[config.mk]
export PLATFORM = sky130hd
export DESIGN_NAME = btn_conditioner
export DESIGN_NICKNAME = d
export VERILOG_FILES = /design/src/rtl/btn_conditioner.sv
export SDC_FILE = /design/constraint.sdc
export NUM_CORES = 1
export LEC_CHECK = 0
export CORE_UTILIZATION = 50
export CTS_BUF_LIST = sky130_fd_sc_hd__clkbuf_4 sky130_fd_sc_hd__clkbuf_8 sky130_fd_sc_hd__clkbuf_16
export DETAILED_ROUTE_END_ITERATION = 8
export PLACE_DENSITY = 0.67
export SLEW_MARGIN = 25
export SYNTH_ARGS = -nofsm -noshare
export SYNTH_HDL_FRONTEND = slang
export SYNTH_SLANG_ARGS = --single-unit
[constraint.sdc]
create_clock -name clk -period 8.16 [get_ports clk]
set_input_delay 0.816 -clock clk [delete_from_list [all_inputs] [get_ports clk]]
set_output_delay 0.816 -clock clk [all_outputs]
set_load 0.03 [all_outputs]
[src/rtl/btn_conditioner.sv]
// Pushbutton conditioner: 2-flop sync, counter debounce and one-cycle press pulses for
// {left,right,down,up}, plus a wrapping press counter. Define BTN_AUTO_REPEAT_EN for hold auto-repeat.
module btn_conditioner #(
    parameter int unsigned DB_CYCLES    = 8,
    parameter int unsigned CNT_W        = 8,
    parameter int unsigned REPEAT_DELAY = 50,
    parameter int unsigned REPEAT_RATE  = 10
) (
    input  logic       clk,
    input  logic       rst,
    input  logic       up,
    input  logic       down,
    input  logic       right,
    input  logic       left,
    output logic [3:0] btn_level,
    output logic [3:0] btn_pulse,
    output logic       any_pulse,
    output logic [7:0] press_count
);

    localparam int unsigned NB    = 4;
    localparam int unsigned PCNT_W = 8;
    localparam logic [CNT_W-1:0] CNT_MAX = CNT_W'(DB_CYCLES - 1);

    // Elaboration-time guard against configurations the debounce cannot represent.
    if (DB_CYCLES < 1 || (DB_CYCLES - 1) >= (64'd1 << CNT_W) ||
        REPEAT_DELAY < 1 || REPEAT_RATE < 1) begin : g_bad_cfg
        $error("btn_conditioner: invalid parameter set");
    end

    logic [NB-1:0]     raw_c;
    logic [NB-1:0]     sync1_q;
    logic [NB-1:0]     sync2_q;
    logic [CNT_W-1:0]  cnt_q [NB];
    logic [CNT_W-1:0]  cnt_d [NB];
    logic [NB-1:0]     level_q;
    logic [NB-1:0]     level_d;
    logic [NB-1:0]     press_c;
    logic [NB-1:0]     pulse_q;
    logic [NB-1:0]     pulse_d;
    logic              any_q;
    logic              any_d;
    logic [PCNT_W-1:0] count_q;
    logic [PCNT_W-1:0] count_d;

    assign raw_c = {left, right, down, up};

    // Debounce: level flips only after DB_CYCLES consecutive differing samples.
    always_comb begin
        for (int i = 0; i < NB; i++) begin
            cnt_d[i]   = '0;
            level_d[i] = level_q[i];
            if (sync2_q[i] != level_q[i]) begin
                if (cnt_q[i] == CNT_MAX) begin
                    level_d[i] = sync2_q[i];
                end else begin
                    cnt_d[i] = cnt_q[i] + CNT_W'(1);
                end
            end
        end
    end

    assign press_c = level_d & ~level_q;

`ifdef BTN_AUTO_REPEAT_EN
    localparam int unsigned HOLD_W = 16;
    localparam logic [HOLD_W-1:0] REP_FIRST = HOLD_W'(REPEAT_DELAY);
    localparam logic [HOLD_W-1:0] REP_NEXT  = HOLD_W'(REPEAT_DELAY + REPEAT_RATE);

    logic [HOLD_W-1:0] hold_q [NB];
    logic [HOLD_W-1:0] hold_d [NB];
    logic [NB-1:0]     rep_c;

    // Hold counter folds back to REP_FIRST after each periodic repeat so it never overflows.
    always_comb begin
        for (int i = 0; i < NB; i++) begin
            hold_d[i] = '0;
            rep_c[i]  = 1'b0;
            if (level_q[i] && level_d[i]) begin
                hold_d[i] = hold_q[i] + HOLD_W'(1);
                if (hold_d[i] == REP_FIRST) begin
                    rep_c[i] = 1'b1;
                end else if (hold_d[i] == REP_NEXT) begin
                    rep_c[i]  = 1'b1;
                    hold_d[i] = REP_FIRST;
                end
            end
        end
    end

    always_ff @(posedge clk) begin
        if (rst) begin
            for (int i = 0; i < NB; i++) begin
                hold_q[i] <= '0;
            end
        end else begin
            for (int i = 0; i < NB; i++) begin
                hold_q[i] <= hold_d[i];
            end
        end
    end

    assign pulse_d = press_c | rep_c;
`else
    assign pulse_d = press_c;
`endif

    always_comb begin
        any_d   = |pulse_d;
        count_d = count_q;
        for (int i = 0; i < NB; i++) begin
            count_d = count_d + PCNT_W'(pulse_d[i]);
        end
    end

    always_ff @(posedge clk) begin
        if (rst) begin
            sync1_q <= '0;
            sync2_q <= '0;
            level_q <= '0;
            pulse_q <= '0;
            any_q   <= 1'b0;
            count_q <= '0;
            for (int i = 0; i < NB; i++) begin
                cnt_q[i] <= '0;
            end
        end else begin
            sync1_q <= raw_c;
            sync2_q <= sync1_q;
            level_q <= level_d;
            pulse_q <= pulse_d;
            any_q   <= any_d;
            count_q <= count_d;
            for (int i = 0; i < NB; i++) begin
                cnt_q[i] <= cnt_d[i];
            end
        end
    end

    assign btn_level   = level_q;
    assign btn_pulse   = pulse_q;
    assign any_pulse   = any_q;
    assign press_count = count_q;

endmodule

Yosys cells after proc, flatten, opt, wreduce, memory -nomap -nowiden
Memories as Yosys holds them, arrays and structs flattened.
Index checks and enable logic that the tools add are counted.
{"block": "word_totals", "register_bits": 25, "mem_bits_rw": 32, "input_bits": 6, "out_inout_bits": 17, "wordCells": 53, "memories": 1}
{"memory": "cnt_q", "depth": 4, "word_bits": 8, "read_ports": 4, "rd_ports_with_merged_regs": 0, "write_ports": 4, "line_no": "34", "source": "logic [CNT_W-1:0] cnt_q [NB];"}
{"block": "classes", "add_sub_neg": 8, "eq_ne": 8, "muxes": 23, "bitwise": 6, "n_reduce_logical": 1}
{"operator": "$mux W8", "n": 12}
{"operator": "$add A8 B1 Y8", "n": 4}
{"operator": "$add A8 B1 Y8 const B", "n": 4}
{"operator": "$eq A8 B3 Y1 const B", "n": 4}
{"operator": "$mux W1", "n": 11}
{"operator": "$and A4 B4 Y4", "n": 1}
{"operator": "$ne A1 B1 Y1", "n": 4}
{"operator": "$not A4 Y4", "n": 1}
{"operator": "$or A1 B1 Y1", "n": 4}
{"operator": "$reduce_or A4 Y1", "n": 1}

Depth between registers and ports, before layout
{"block": "logic_depth", "depth_word": 8, "mapped_depth": 13, "ltp_nobuf": 13}

Least setup slack after synthesis
Ideal clock, no wire load.
{"block": "synth_path", "path_type": "register -> register", "from": "mem cnt_q[0][4]", "to": "reg count_q[4] (netlist: press_count[4])", "setup_time_ps": 128, "arrival_time_ps": 2633, "required_ps": 8032, "setup_slack_ps": 5400, "path_stages_with_launch": 13, "n_path_buf": 0, "synth_period_minus_slack_ps": 2760, "path_cell_list": "dfxtp_1 or4_1 nor3_2 nand3b_1 inv_1 fa_1 inv_1 fa_1 inv_1 fa_1 nand3_1 xor2_1 nor2_1"}
{"item": "from (decl)", "line_no": "34"}
{"item": "to (signal assigned)", "line_no": "133", "source": "count_q <= count_d;"}
{"item": "to (decl)", "line_no": "43", "source": "logic [PCNT_W-1:0] count_q;"}

==> impl_metrics.csv <==
group,metric,value,unit
status,status,"finished clean",
sta,tightest_slew,0.4989,ns
sta,maxSlewViolCount,0,
grt,track_usage,0.1739,
worst_setup_path,reg2reg_slack,5.26,ns
routing,detail_route.wl_per_cell,11.42,microns
yosys,synth.avg_cell_area,9.933,sq um
clock_tree,cts_made_buffers,9,
floorplan,fp.coreArea,0.004384,sq mm
finish,layout.nets,271,
finish,syn_to_final_growth,18.84,%
yosys,netlist_area,0.002285,sq mm
clock_tree,clk_latency,0.33,ns
worst_setup_path,timing.rr.start,"cnt_q[0][4]",
clock_tree,cts_hold_buffers,0,
clock_tree,ctsRootBufferMaster,"clkbuf_8",
finish,multiInputGateArea,0.001082,sq mm
routing,drc,0,
finish,stdcell_count,314,
worst_setup_path,crit_path_start_kind,"flip-flop",
routing,drtIter0Drc,68,
sta,fin_tns_setup,0,ns
yosys,yosys_warnings,0,
placement,port_buffers,22,
clock_tree,clock_sinks,57,
yosys,synth_cells,230,
placement,dp_hpwl,2408,microns
placement,dp_cells,298,
finish,final_cell_mix,"57 x dfxtp_1, 47 x nor2_1, 24 x xor2_1",
routing,dr.pass1.iters,4,
job,drv_cap,0,
min_path,worstHoldStart,"sync1_q[2]",
yosys,synth-seq-cells,57,
floorplan,ios,23,
min_path,hold_depth,1,
finish,seqCellArea,0.001141,sq mm
clock_tree,post_cts_buffers,0,
clock_tree,h-tree-depth,3,
routing,vias,1521,
routing,drt_wl_total,3585,microns
yosys,ys_types,34,
min_path,hold_path_end,"sync2_q[2]",
grt,antenna_found_initial,0,
grt,grt-ovfl-total,0,
power_and_ir_drop,ir_drop,112.5,uV
worst_setup_path,crit_buf_inv,3,
sta,setup_viol,0,
floorplan,initial_core_util,0.5211,
sta,max_freq,344.9,MHz
worst_setup_path,cp_data_required_time,8.36,ns
floorplan,num_rows,24,
clock_tree,cts_tree,"yes",
worst_setup_path,crit_path_end_kind,"flip-flop",
worst_setup_path,path_cells,"or4_1 -> nor3_2 -> nand3b_1 -> inv_1 -> fa_1 -> inv_1 -> fa_1 -> inv_1 -> fa_1 -> nand3_1 -> xor2_1 -> nor2_1",
worst_setup_path,crit_type,"reg -> reg",
worst_setup_path,worstPathMaxFanout,4,
clock_tree,clock_path_buffers,2,
worst_setup_path,r2r_end,"press_count[4]",
routing,antenna_left,0,
sta,relSlewSlack,0.6674,
min_path,holdCritPathClass,"reg -> reg",
finish,diodes,0,
sta,period_share,0.3553,
placement,place_congestion,0.7388,
sta,layout_min_cycle_time,2.899,ns
worst_setup_path,arrival,3.10,ns
worst_setup_path,cp_slowest_cell,"or4_1",
finish,drive_gt1_frac,0.1031,
yosys,ys_seq_area_frac,0.4995,
routing,avgViaCountPerCell,4.844,
floorplan,dieArea,0.004843,sq mm
power_and_ir_drop,powerDensity,194.0,mW/mm^2
clock_tree,cts_resized,0,
grt,grt_max_degree,30,
finish,fill_cells,374,
finish,final_common_cell,"dfxtp_1",
clock_tree,clk_pin_slew,0.07,ns
grt,grt_pass1_wl,6555,microns
yosys,synth.net_count,244,
floorplan,die_w,69.60,microns
floorplan,die_h,69.60,microns
worst_setup_path,slowest_delay,0.53,ns
grt,grt_pass1_vias,1513,
sta,fin_skew,0.007196,ns
power_and_ir_drop,total_power,526.9,uW
power_and_ir_drop,leakage,1.060,nW
worst_setup_path,reg2regPathDepth,12,
sta,rsz0062_at_grt,"false",
sta,hold_violations,0,
worst_setup_path,path_delay_family,"simple AND/OR/NAND/NOR gates",
[cell type report]
| cell class | instances | area share |
|---|---|---|
| clock buffer | 13 | 0.06129 |
| clock inverter | 3 | 0.005530 |
| inverter | 8 | 0.01106 |
| multi-input combinational | 159 | 0.3986 |
| sequential | 57 | 0.4203 |
| tap | 52 | 0.02396 |
| timing repair buffer | 22 | 0.07926 |
[how the worst max path moves through the flow]
stage	start	endpoint	slack [ns]	depth (start not counted)
2_1_floorplan	cnt_q[0][4]	press_count[4]	5.40	12
3_3_place_gp	cnt_q[0][4]	press_count[4]	5.30	12
3_5_place_dp	cnt_q[0][4]	press_count[4]	5.24	12
4_1_cts	cnt_q[0][4]	press_count[4]	5.21	12
5_1_grt	cnt_q[0][4]	press_count[4]	5.01	12
6_report	cnt_q[0][4]	press_count[4]	5.26	12
[routing by layer]
metal,share of wire,vias up,track usage
met3,0.056,9,0.07413
met1,0.52,681,0.2292
li1,-,802,-
met5,0,-,0
met2,0.40,29,0.2384
met4,0.025,0,0.09524
[power by group]
group          internal [mW]  total [mW]  switching (mW)
clock                  0.132       0.236           0.104
sequential             0.281       0.282         0.00133
combinational        0.00404     0.00843         0.00439
[logic make-up after synthesis]
group           count (synthesis)  synth area share
simple gates                  109            0.2558
flops                          57            0.4995
fa+ha+maj                       8           0.05367
xor+xnor                       34            0.1303
mux                             4           0.01753
compound gates                  4           0.01643
buf+inv                        14           0.02683
[through the flow]
step / utilization / area, sq um / setup WS, ns / hold WS, ns
5_1_grt: 0.6193 / 2715 / 5.009 / 0.4622
4_1_cts: 0.6204 / 2720 / 5.210 / 0.4405
3_3_place_gp: 0.5791 / 2539 / 5.300 / 0.4203
2_1_floorplan: - / 2285 / 5.400 / 0.4106
6_report: 0.6193 / 2715 / 5.261 / 0.4375
3_5_place_dp: 0.5791 / 2539 / 5.239 / 0.4288
[synth_stat cells, drive strengths merged]
master	instances	area (sq um)
dfxtp	57	1141
buf	4	23.76
ha	5	62.56
or4	4	41.29
nor2b	10	62.56
or2	2	12.51
and4	1	8.760
fa	3	60.06
nand3b	3	26.27
o21ai	1	5.000
nor2	47	176.4
nor3	5	52.55
nand2b	4	27.53
a41oi	1	16.27
xor2	24	210.2
xnor2	10	87.58
nand3	17	85.08
mux2i	4	40.04
nand2	5	18.77
inv	8	30.03
clkbuf	2	7.510
o211ai	1	7.510
o2111ai	1	8.760
or3	2	12.51
nand4b	1	8.760
and3	8	51.30
[flip-flops by register name, summed over array words and instances, names as in the netlist]
register     flops
sync1_q          4
cnt_q           32
press_count      8
btn_level        4
any_pulse        1
sync2_q          4
btn_pulse        4
No activity file was read; power rests on OpenSTA's default activity.
